## src/rtl/freq_readout_pkg.sv

```systemverilog
// Shared state encoding and counter sizing helpers for the pixel frequency readout.
// The sizing functions are also used to dimension the frequency_module counters.
package freq_readout_pkg;

    localparam logic [1:0] ST_ARM     = 2'd0;
    localparam logic [1:0] ST_MEASURE = 2'd1;
    localparam logic [1:0] ST_STALL   = 2'd2;

    // Longest half-period worth measuring; beyond this the input is considered stuck.
    function automatic int timeout_cycles(input int clock_freq, input int low_freq);
        return 2 * clock_freq / low_freq;
    endfunction

    function automatic int count_bits(input int clock_freq, input int low_freq);
        return $clog2(timeout_cycles(clock_freq, low_freq));
    endfunction

endpackage

```

## src/rtl/edge_sync.sv

```systemverilog
// Two-flop synchronizer plus history flop; flags either edge of an asynchronous input.
module edge_sync (
    input  logic clk,
    input  logic rst_n,
    input  logic din,
    output logic toggle
);

    // [0],[1] synchronize, [2] holds the previous synchronized value
    logic [2:0] sr;

    always_ff @(posedge clk or negedge rst_n) begin
        if (!rst_n) sr <= '0;
        else        sr <= {sr[1:0], din};
    end

    assign toggle = sr[2] ^ sr[1];

endmodule

```

## src/rtl/freq_readout.sv

```systemverilog
// Measures the half-period of the pixel square wave, averages 2^AVG_LOG2 samples,
// and presents the result through a single-entry valid/ready register.
module freq_readout
    import freq_readout_pkg::*;
#(
    parameter  int CLOCK_FREQ     = 50_000_000,
    parameter  int LOW_FREQ       = 1_000,
    parameter  int AVG_LOG2       = 2,
    localparam int COUNT_BITS     = count_bits(CLOCK_FREQ, LOW_FREQ),
    localparam int TIMEOUT_CYCLES = timeout_cycles(CLOCK_FREQ, LOW_FREQ)
) (
    input  logic                  CLK,
    input  logic                  RST_N,
    input  logic                  EN,
    input  logic                  FREQ_IN,
    input  logic                  READY,
    output logic                  VALID,
    output logic [COUNT_BITS-1:0] PERIOD_OUT,
    output logic                  TIMEOUT,
    output logic                  OVERRUN
);

    localparam int ACC_W = COUNT_BITS + AVG_LOG2;
    localparam int IDX_W = AVG_LOG2 + 1;
    localparam logic [IDX_W-1:0]      LAST_IDX    = IDX_W'((1 << AVG_LOG2) - 1);
    localparam logic [COUNT_BITS-1:0] CNT_TIMEOUT = COUNT_BITS'(TIMEOUT_CYCLES);

    logic                  toggle;
    logic [1:0]            state;
    logic [COUNT_BITS-1:0] cnt;
    logic [ACC_W-1:0]      acc;
    logic [ACC_W-1:0]      sum;
    logic [IDX_W-1:0]      idx;
    logic                  res_vld;
    logic                  res_to;
    logic [COUNT_BITS-1:0] res_val;
    logic [COUNT_BITS-1:0] res_avg;

    edge_sync u_edge_sync (
        .clk    (CLK),
        .rst_n  (RST_N),
        .din    (FREQ_IN),
        .toggle (toggle)
    );

    assign sum     = acc + ACC_W'(cnt);
    assign res_avg = COUNT_BITS'(sum >> AVG_LOG2);

    // Measurement FSM; a finished result is staged for one cycle in res_*.
    always_ff @(posedge CLK or negedge RST_N) begin
        if (!RST_N) begin
            state   <= ST_ARM;
            cnt     <= '0;
            acc     <= '0;
            idx     <= '0;
            res_vld <= 1'b0;
            res_to  <= 1'b0;
            res_val <= '0;
        end else begin
            res_vld <= 1'b0;
            if (!EN) begin
                state <= ST_ARM;
                cnt   <= '0;
                acc   <= '0;
                idx   <= '0;
            end else begin
                case (state)
                    ST_ARM, ST_STALL: begin
                        if (toggle) begin
                            state <= ST_MEASURE;
                            cnt   <= COUNT_BITS'(1);
                        end
                    end
                    ST_MEASURE: begin
                        if (toggle) begin
                            cnt <= COUNT_BITS'(1);
                            if (idx == LAST_IDX) begin
                                res_vld <= 1'b1;
                                res_to  <= 1'b0;
                                res_val <= res_avg;
                                acc     <= '0;
                                idx     <= '0;
                            end else begin
                                acc <= sum;
                                idx <= idx + IDX_W'(1);
                            end
                        end else if (cnt == CNT_TIMEOUT) begin
                            res_vld <= 1'b1;
                            res_to  <= 1'b1;
                            res_val <= '1;
                            acc     <= '0;
                            idx     <= '0;
                            state   <= ST_STALL;
                        end else begin
                            cnt <= cnt + COUNT_BITS'(1);
                        end
                    end
                    default: state <= ST_ARM;
                endcase
            end
        end
    end

    // Result register: a held, unconsumed result wins over a new one.
    always_ff @(posedge CLK or negedge RST_N) begin
        if (!RST_N) begin
            VALID      <= 1'b0;
            PERIOD_OUT <= '0;
            TIMEOUT    <= 1'b0;
            OVERRUN    <= 1'b0;
        end else if (res_vld) begin
            if (!VALID || READY) begin
                VALID      <= 1'b1;
                PERIOD_OUT <= res_val;
                TIMEOUT    <= res_to;
                if (VALID) OVERRUN <= 1'b0;
            end else begin
                OVERRUN <= 1'b1;
            end
        end else if (VALID && READY) begin
            VALID   <= 1'b0;
            OVERRUN <= 1'b0;
        end
    end

endmodule

```

## config.mk

```make
export PLATFORM = sky130hd
export DESIGN_NAME = freq_readout
export DESIGN_NICKNAME = d
export VERILOG_FILES = /design/src/rtl/freq_readout_pkg.sv /design/src/rtl/edge_sync.sv /design/src/rtl/freq_readout.sv
export SDC_FILE = /design/constraint.sdc
export NUM_CORES = 1
export LEC_CHECK = 0
export ABC_AREA = 0
export CAP_MARGIN = 10
export CORE_AREA = 2 2 88 90
export DETAILED_ROUTE_END_ITERATION = 10
export DIE_AREA = 0 0 90 92
export PLACE_DENSITY = 0.78
export SLEW_MARGIN = 20
export SYNTH_ARGS = -nofsm -noshare
export SYNTH_HDL_FRONTEND = slang
export SYNTH_SLANG_ARGS = --single-unit
```

## constraint.sdc

```tcl
create_clock -name CLK -period 2.8 [get_ports CLK]
set_input_delay 0.42 -clock CLK [delete_from_list [all_inputs] [get_ports CLK]]
set_output_delay 0.42 -clock CLK [all_outputs]
set_load 0.02 [all_outputs]
```

# After elaboration in Yosys (flattened, before gate mapping)
# Index checks and enable logic that the tools add are counted.
[op_classes]
add_sub_neg = 3
eq_ne = 14
mux = 37
n_bitwise = 1
n_reduce_logical = 14
[op_table]
columns = ["cell", "count"]
rows = [
  ["17-bit two-way mux", 7],
  ["19-bit two-way mux", 5],
  ["17-bit case mux with 2 select lines", 1],
  ["19-bit by 17-bit adder with 19-bit output", 1],
  ["17-bit by 1-bit adder with 17-bit output (second input constant)", 1],
  ["17-bit equality test (second input constant)", 1],
  ["3-bit two-way mux", 5],
  ["1-bit two-way mux", 14],
  ["3-bit inequality test (second input constant)", 4],
  ["2-bit two-way mux", 4],
  ["2-bit AND reduction", 4],
  ["2-bit by 1-bit inequality test with 1-bit output (second input constant)", 3],
  ["3-bit by 1-bit inequality test with 1-bit output (second input constant)", 2],
  ["3-bit AND reduction", 2],
  ["4-bit inequality test (second input constant)", 1],
  ["2-bit case mux with 2 select lines", 1],
  ["4-bit AND reduction", 1],
  ["2-bit nonzero test", 2],
  ["3-bit by 1-bit adder with 3-bit output (second input constant)", 1],
  ["3-bit by 2-bit equality test with 1-bit output (second input constant)", 1],
  ["2-bit by 1-bit equality test with 1-bit output (second input constant)", 1],
  ["2-bit equality test (second input constant)", 1],
  ["2-bit zero test", 1],
  ["2-bit OR reduction", 1],
  ["other kinds (4)", 4],
]
[word_totals]
regBits = 83
input_bits = 5
out_inout_bits = 20
word_cells = 81

# Longest topological paths before layout
# Gate-level depths: netlist of run 1.
[logic_depth]
ltp_word = 5
ltp_mapped = 9
depth_no_buf = 9

# By module
# From an unflattened synthesis of run 1, not the netlist that was laid out.
[hier_totals]
cells_unflattened = 437
area_unflattened_um2 = 4409.2
[by_module_without_submodules]
columns = ["module", "instances", "cells_each", "area_per_inst_um2", "seq_area_each_um2"]
rows = [
  ["freq_readout", 1, 433, 4325.4, 2001.9],
  ["edge_sync", 1, 4, 83.8, 75.1],
]

# Worst setup path after synthesis of run 1
# Ideal clock, no wire load.
[synth_timing]
path_type = "flip-flop to flip-flop"
startpoint = "register cnt[0]"
endpoint = "register acc[12]"
setup_ns = 0.121
t_arrival_ns = 2.352
path_slack_ns = 0.327
stages_incl_launch_ff = 10
synth_period_minus_slack_ns = 2.473
path_cell_list = "dfrtp_1 -> ha_1 -> fa_1 -> a211oi_1 -> o21ai_1 -> a221o_1 -> a21oi_1 -> o21ai_0 -> xor2_1 -> a22o_1"
[synth_between]
elab_chain_len = 5
[synth_lines]
columns = ["item", "line", "source"]
rows = [
  ["start: declaration", "freq_readout.sv:30", "logic [COUNT_BITS-1:0] cnt;"],
  ["start signal: assignment", "freq_readout.sv:95", "cnt <= cnt + COUNT_BITS'(1);"],
  ["19-bit by 17-bit adder with 19-bit output", "freq_readout.sv:46", "assign sum = acc + ACC_W'(cnt);"],
  ["19-bit two-way mux", "freq_readout.sv:77", "if (idx == LAST_IDX) begin"],
  ["19-bit two-way mux", "freq_readout.sv:75", "if (toggle) begin"],
  ["19-bit two-way mux", "freq_readout.sv:67", "case (state)"],
  ["19-bit two-way mux", "freq_readout.sv:61", "if (!EN) begin"],
  ["end signal: assignment", "freq_readout.sv:84", "acc <= sum;"],
  ["end: declaration", "freq_readout.sv:31", "logic [ACC_W-1:0] acc;"],
]
# Parallel ways exist; a longest one is shown, timed or not. The select of a mux whose other input is x is not followed.
# A chain may end at the register's enable or synchronous reset.

# Final worst setup path of run 1
# Same ends and word-level chain as after synthesis.

==> impl_metrics.json, run 1 <==
{
  "p_int_uw": 1759,
  "finalMaxSlewViolations": 0,
  "antenna_cells": 0,
  "routedWlPerCell_um": 16.54,
  "clk_latency_ps": 370,
  "portBuffers": 24,
  "die_w_um": 90,
  "switching_share": 0.2414,
  "fill_cells": 589,
  "ys.flop_type": "dfrtp_1",
  "dieArea_um2": 8280,
  "path_max_fanout": 5,
  "drtPass1Iterations": 4,
  "antenna_found_initial": 0,
  "synth_cell_types": 52,
  "core_um2": 7447,
  "worst-endpoint-required_ps": 3060,
  "worstMarginPinSlew_ps": 827.4,
  "area_growth_pct": 14.41,
  "syn_nets": 430,
  "final_cells": 545,
  "wirelength_mm": 9.014,
  "cts_resized": 0,
  "rows": 32,
  "vias": 3203,
  "clkSinkCount": 83,
  "hold_viol_final": 0,
  "ys_ff_latch": 83,
  "netlist_area_um2": 4254,
  "synth_area_per_cell_um2": 10.53,
  "clockBufferDepth": 2,
  "yosysWarnings": 0,
  "grt_pass1_wl_mm": 15.56,
  "cp-end-kind": "flop",
  "seqPwrFrac": 0.530,
  "status": "completed",
  "crit_type": "flop to flop",
  "cts-root-buf": "clkbuf_8",
  "clockPowerShare": 0.420,
  "ys_seq_area_frac": 0.4882,
  "startpoint_type": "flop",
  "fin_worst_skew_ps": 8.055,
  "htreeDepth": 3,
  "drt_iter0_markers": 186,
  "numCtsBuffers": 9,
  "grt_pass1_vias": 3208,
  "postSynth.asyncResetShare": 1.000,
  "cts_hold_buf": 0,
  "fin_setup_tns_ps": 0,
  "arrival_ps": 2940,
  "dp_cells": 529,
  "nets": 464,
  "switchingPower_uw": 559.8,
  "overflow": 0,
  "rsz0062_at_grt": "false",
  "multi_input_area_um2": 2093,
  "grt_usage": 0.2377,
  "max_freq_mhz": 372.8,
  "slew_headroom": 0.4464,
  "grt_max_degree": 51,
  "max-cap-violations": 0,
  "io_pins": 25,
  "p_leak_uw": 0.002386,
  "period_minus_slack_ps": 2682,
  "seqCellArea_um2": 2077,
  "post-route-period-util": 0.9580,
  "power_density_nw_per_um2": 476.4,
  "syn_inst": 404,
  "die_h_um": 92,
  "path_clk_slew_ps": 90,
  "gp_congestion": 0.8914,
  "drive_gt1_frac": 0.1242,
  "synth_edf_count": 0,
  "hold_class": "input port to asynchronous set/reset pin",
  "cts_setup_buffers": 0,
  "drc": 0,
  "via_per_inst": 5.877,
  "cts_tree": "built",
  "start_util": 0.5712,
  "setup_viol": 0,
  "hpwlAfterDp_mm": 6.399,
  "p_comb_frac": 0.050,
  "ant_nets": 0,
  "p_total_uw": 2319,
  "ir_drop_uv": 230.6
}
-- cell families after synthesis --
family | after synthesis | share of synthesized area
compound gates | 118 | 0.1876
flops | 83 | 0.4882
fa+ha+maj | 21 | 0.06353
mux | 18 | 0.04765
simple gates | 118 | 0.1400
buf+inv | 21 | 0.01971
xor+xnor | 25 | 0.05324
-- synth_stat cells, types with 5 or more instances --
master / instances / share of area
nor2_1: 25 / 0.022
a31oi_1: 5 / 0.0074
o21ai_0: 26 / 0.031
xor2_1: 13 / 0.027
and3_1: 5 / 0.0074
a21oi_1: 26 / 0.031
dfrtp_1: 83 / 0.49
ha_1: 20 / 0.059
a22o_1: 16 / 0.033
o22a_1: 7 / 0.014
a21o_1: 13 / 0.023
mux2_2: 18 / 0.048
inv_1: 11 / 0.0097
nand4_1: 8 / 0.012
nand3_1: 9 / 0.011
nand2_1: 44 / 0.039
xnor2_1: 11 / 0.023
clkbuf_1: 6 / 0.0053
-- placed cells by master, fill, tap and decap left out, drive strengths merged, types with 11 or more instances in the layout --
cell           synthesis  final
inv                   11     13
a22o                  16     16
nand2                 44     44
mux2                  18     18
dfrtp                 83     83
xor2                  14     14
ha                    20     20
a21o                  13     13
clkdlybuf4s50          0     23
nor2                  27     27
a21oi                 27     27
o21ai                 30     30
xnor2                 11     11
-- worst max-delay path, stage by stage (launching register included) --
cell	delay (ps)
dfrtp_1	440
ha_1	250
fa_1	420
a211oi_1	250
o21ai_1	170
a221o_1	320
a21oi_1	230
o21ai_0	140
xor2_1	180
a22o_1	190
-- per-stage QoR --
stage	hold slack (ps)	worst slack (ps)	area, um^2	util
finish	71.74	117.7	4867	0.6536
global route	131.5	2.150	4867	0.6536
CTS	97.21	136.6	4867	0.6536
detailed placement	335.5	131.4	4644	0.6237
global placement	346.9	202.8	4644	0.6237
floorplan	124.4	326.8	4254	-
-- power by group through the flow --
stage	registers (uW)	clock network, uW	logic [uW]
2_1_floorplan	1250	0	66.7
3_3_place_gp	1250	0	117
3_5_place_dp	1250	0	120
4_1_cts	1230	983	120
5_1_grt	1230	1040	133
6_report	1230	974	117
-- path summary, 6_finish.rpt --
check	from	endpoint	slack [ps]	depth (start not counted)
max	cnt[0]	acc[12]	120	9
min	RST_N	PERIOD_OUT[2]	70	1
max reg2reg	cnt[0]	acc[12]	120	9
min reg2reg	u_edge_sync.sr[0]	u_edge_sync.sr[1]	370	0
max in group asynchronous	RST_N	idx[2]	1990	2
min in group CLK	u_edge_sync.sr[0]	u_edge_sync.sr[1]	370	0
-- routing by layer --
metal  vias to the layer above  part of all wire  track usage
met5                         -                 0            0
met4                         0             0.012      0.06923
met3                         8             0.053      0.04848
met2                        75              0.48       0.3897
met1                      1574              0.46       0.3231
li1                       1546                 -            -
-- flip-flops by register name (all words and copies together) (netlist names) --
name	cells
PERIOD_OUT	17
acc	19
res_val	17
OVERRUN	1
TIMEOUT	1
res_to	1
cnt	17
idx	3
res_vld	1
u_edge_sync.sr	3
state	2
VALID	1
-- cell type report --
cell class | count | area share
clock inverter | 7 | 0.02031
tap | 102 | 0.02622
multi-input combinational | 300 | 0.4301
clock buffer | 9 | 0.02545
inverter | 11 | 0.008483
timing repair buffer | 33 | 0.06272
sequential | 83 | 0.4267
(Power assumes the default switching activity.)
==> run 2: changes to the inputs <==
--- a/config.mk
+++ b/config.mk
@@ -10,7 +10,7 @@
 export CORE_AREA = 2 2 88 90
 export DETAILED_ROUTE_END_ITERATION = 10
 export DIE_AREA = 0 0 90 92
-export PLACE_DENSITY = 0.78
+export PLACE_DENSITY_LB_ADDON = 0.08
 export SLEW_MARGIN = 20
 export SYNTH_ARGS = -nofsm -noshare
 export SYNTH_HDL_FRONTEND = slang
==> run 2 against run 1 <==
Compared with the run above: final area decreased by 0.10%; die area stayed put; flip-flop and latch count unchanged; highest routed layer unchanged; first-iteration DRC count decreased by 17%; total power shrank 8.2%; sequential power barely moved; critical path depth unchanged.
==> impl_metrics.json, run 2 (synthesized netlist as in run 1, its figures left out) <==
{
  "crit_start": "cnt[0]",
  "die_w_um": 90,
  "p_leak_uw": 0.002387,
  "max-cap-violations": 0,
  "startpoint_type": "flop",
  "fin_worst_skew_ps": 10.23,
  "placed_cell_area_um2": 4667,
  "antenna_found_initial": 0,
  "core_um2": 7447,
  "drc": 0,
  "path_clk_slew_ps": 90,
  "overflow": 0,
  "post-route-cell-area_um2": 4862,
  "clk_latency_ps": 360,
  "grt_pass1_vias": 3068,
  "gp_congestion": 0.8402,
  "fill_cells": 614,
  "grt_usage": 0.2280,
  "hold_class": "input port to asynchronous set/reset pin",
  "cts_hold_buf": 0,
  "finalMaxSlewViolations": 0,
  "setup_viol": 0,
  "antenna_cells": 0,
  "critical_path_buf_inv_count": 0,
  "crit_type": "flop to flop",
  "drtPass1Iterations": 4,
  "crit_chain": "ha_1 -> fa_2 -> a211oi_2 -> o21ai_2 -> o211ai_1 -> o211ai_1 -> a31oi_1 -> xnor2_1 -> o22a_1",
  "cts_tree": "built",
  "portBuffers": 24,
  "cpPeakStageDelay_ps": 440,
  "path_max_fanout": 5,
  "path_delay_family": "compound AO/OA/AOI/OAI gates",
  "via_per_inst": 5.845,
  "ir_drop_uv": 243.4,
  "rsz0062_at_grt": "false",
  "nets": 468,
  "hold_viol_final": 0,
  "drive_gt1_frac": 0.1387,
  "final_cell_mix": "dfrtp_1, nand2_1, o21ai_0, a21oi_1, nor2_1",
  "drt_iter0_markers": 154,
  "reg2reg_from": "cnt[0]",
  "worst-endpoint-required_ps": 3050,
  "crit_top_cell": "o211ai_1",
  "arrival_ps": 2850,
  "clkSinkCount": 83,
  "start_util": 0.5712,
  "rows": 32,
  "grt_pass1_wl_mm": 15.04,
  "seqCellArea_um2": 2077,
  "ant_nets": 0,
  "post-route-period-util": 0.9269,
  "max_freq_mhz": 385.3,
  "die_h_um": 92,
  "numCtsBuffers": 9,
  "grt_max_degree": 46,
  "io_pins": 25,
  "routedWlPerCell_um": 16.07,
  "power_density_nw_per_um2": 437.8,
  "fin_setup_tns_ps": 0,
  "hpwlAfterDp_mm": 6.378,
  "slew_headroom": 0.4454,
  "wirelength_mm": 8.825,
  "cts-root-buf": "clkbuf_8",
  "area_growth_pct": 14.29,
  "status": "completed",
  "worstMarginPinSlew_ps": 828.9,
  "final_common_cell": "dfrtp_1",
  "clockBufferDepth": 2,
  "crit_slowest_cell": "dfrtp_1",
  "multi_input_area_um2": 2105,
  "largest_register": "acc",
  "dieArea_um2": 8280,
  "period_minus_slack_ps": 2595,
  "largest_register_ffs": 19,
  "htreeDepth": 3,
  "cp-end-kind": "flop",
  "vias": 3209
}
[run 2: cell count changes in the layout (fill, tap and decap cells not counted)]
cell,previous run,this run
a211oi_1,2,1
fa_2,0,1
bufinv_16,2,0
fa_1,1,0
buf_4,10,14
o21ai_2,1,2
clkinv_2,1,2
a211oi_2,0,1
clkinv_4,1,2
o21ai_1,3,2
[run 2: metrics by stage]
| step | total power (uW) | hold slack (ps) | util | instances | setup WS (ps) |
|---|---|---|---|---|---|
| floorplan | 1317 | 124.4 | - | 404 | 326.8 |
| global placement | 1370 | 343.8 | 0.6267 | 532 | 170.9 |
| detailed placement | 1373 | 339.6 | 0.6267 | 532 | 89.36 |
| CTS | 2147 | 56.80 | 0.6504 | 548 | 53.74 |
| global route | 2217 | 77.03 | 0.6529 | 549 | 47.57 |
| finish | 2129 | 32.99 | 0.6529 | 549 | 204.8 |
[run 2: path summary, 6_finish.rpt]
check,endpoint,slack (ps),depth (start not counted)
worst max register to register,res_val[14],200,9
worst max-delay path,res_val[14],200,9
min in group CLK,u_edge_sync.sr[1],360,0
worst min-delay path,PERIOD_OUT[7],30,1
max in group asynchronous,state[1],2080,2
worst min register to register,u_edge_sync.sr[1],360,0
[run 2: timing repair]
action	4_1_cts	5_1_grt
setup buffers	0	1
setup endpoints to repair	0	6
endpoints found under the hold margin	0	0
resized for setup	0	3
[run 2: cell type report]
cell class,instances,share of cell area
clock buffers,9,0.02548
clock inverters,7,0.01081
inverters,11,0.008492
multi-input cells,300,0.4328
flip-flops and latches,83,0.4272
well taps,102,0.02625
repair buffers,37,0.06897
[run 2: routing by layer]
metal  track usage  routed length, um  up-vias
li1              -                  -     1551
met1        0.3034               4087     1567
met2        0.3709               4115       67
met3       0.04108                375       24
met4       0.09615                247        0
met5             0                  0        -
[run 2: report_power, final]
part           internal [uW]  switching (uW)  total [uW]
clock                    328             454         782
sequential              1210            14.1        1230
combinational           39.0            79.8         119
total                   1580             548        2130
==> run 3: changes to the inputs <==
--- a/config.mk
+++ b/config.mk
@@ -10,6 +10,7 @@
 export CORE_AREA = 2 2 88 90
 export DETAILED_ROUTE_END_ITERATION = 10
 export DIE_AREA = 0 0 90 92
+export GPL_TIMING_DRIVEN = 1
 export PLACE_DENSITY_LB_ADDON = 0.08
 export SLEW_MARGIN = 20
 export SYNTH_ARGS = -nofsm -noshare
==> results of run 3 <==
Same layout as run 2: the final DEF is identical, and so are final timing and power.
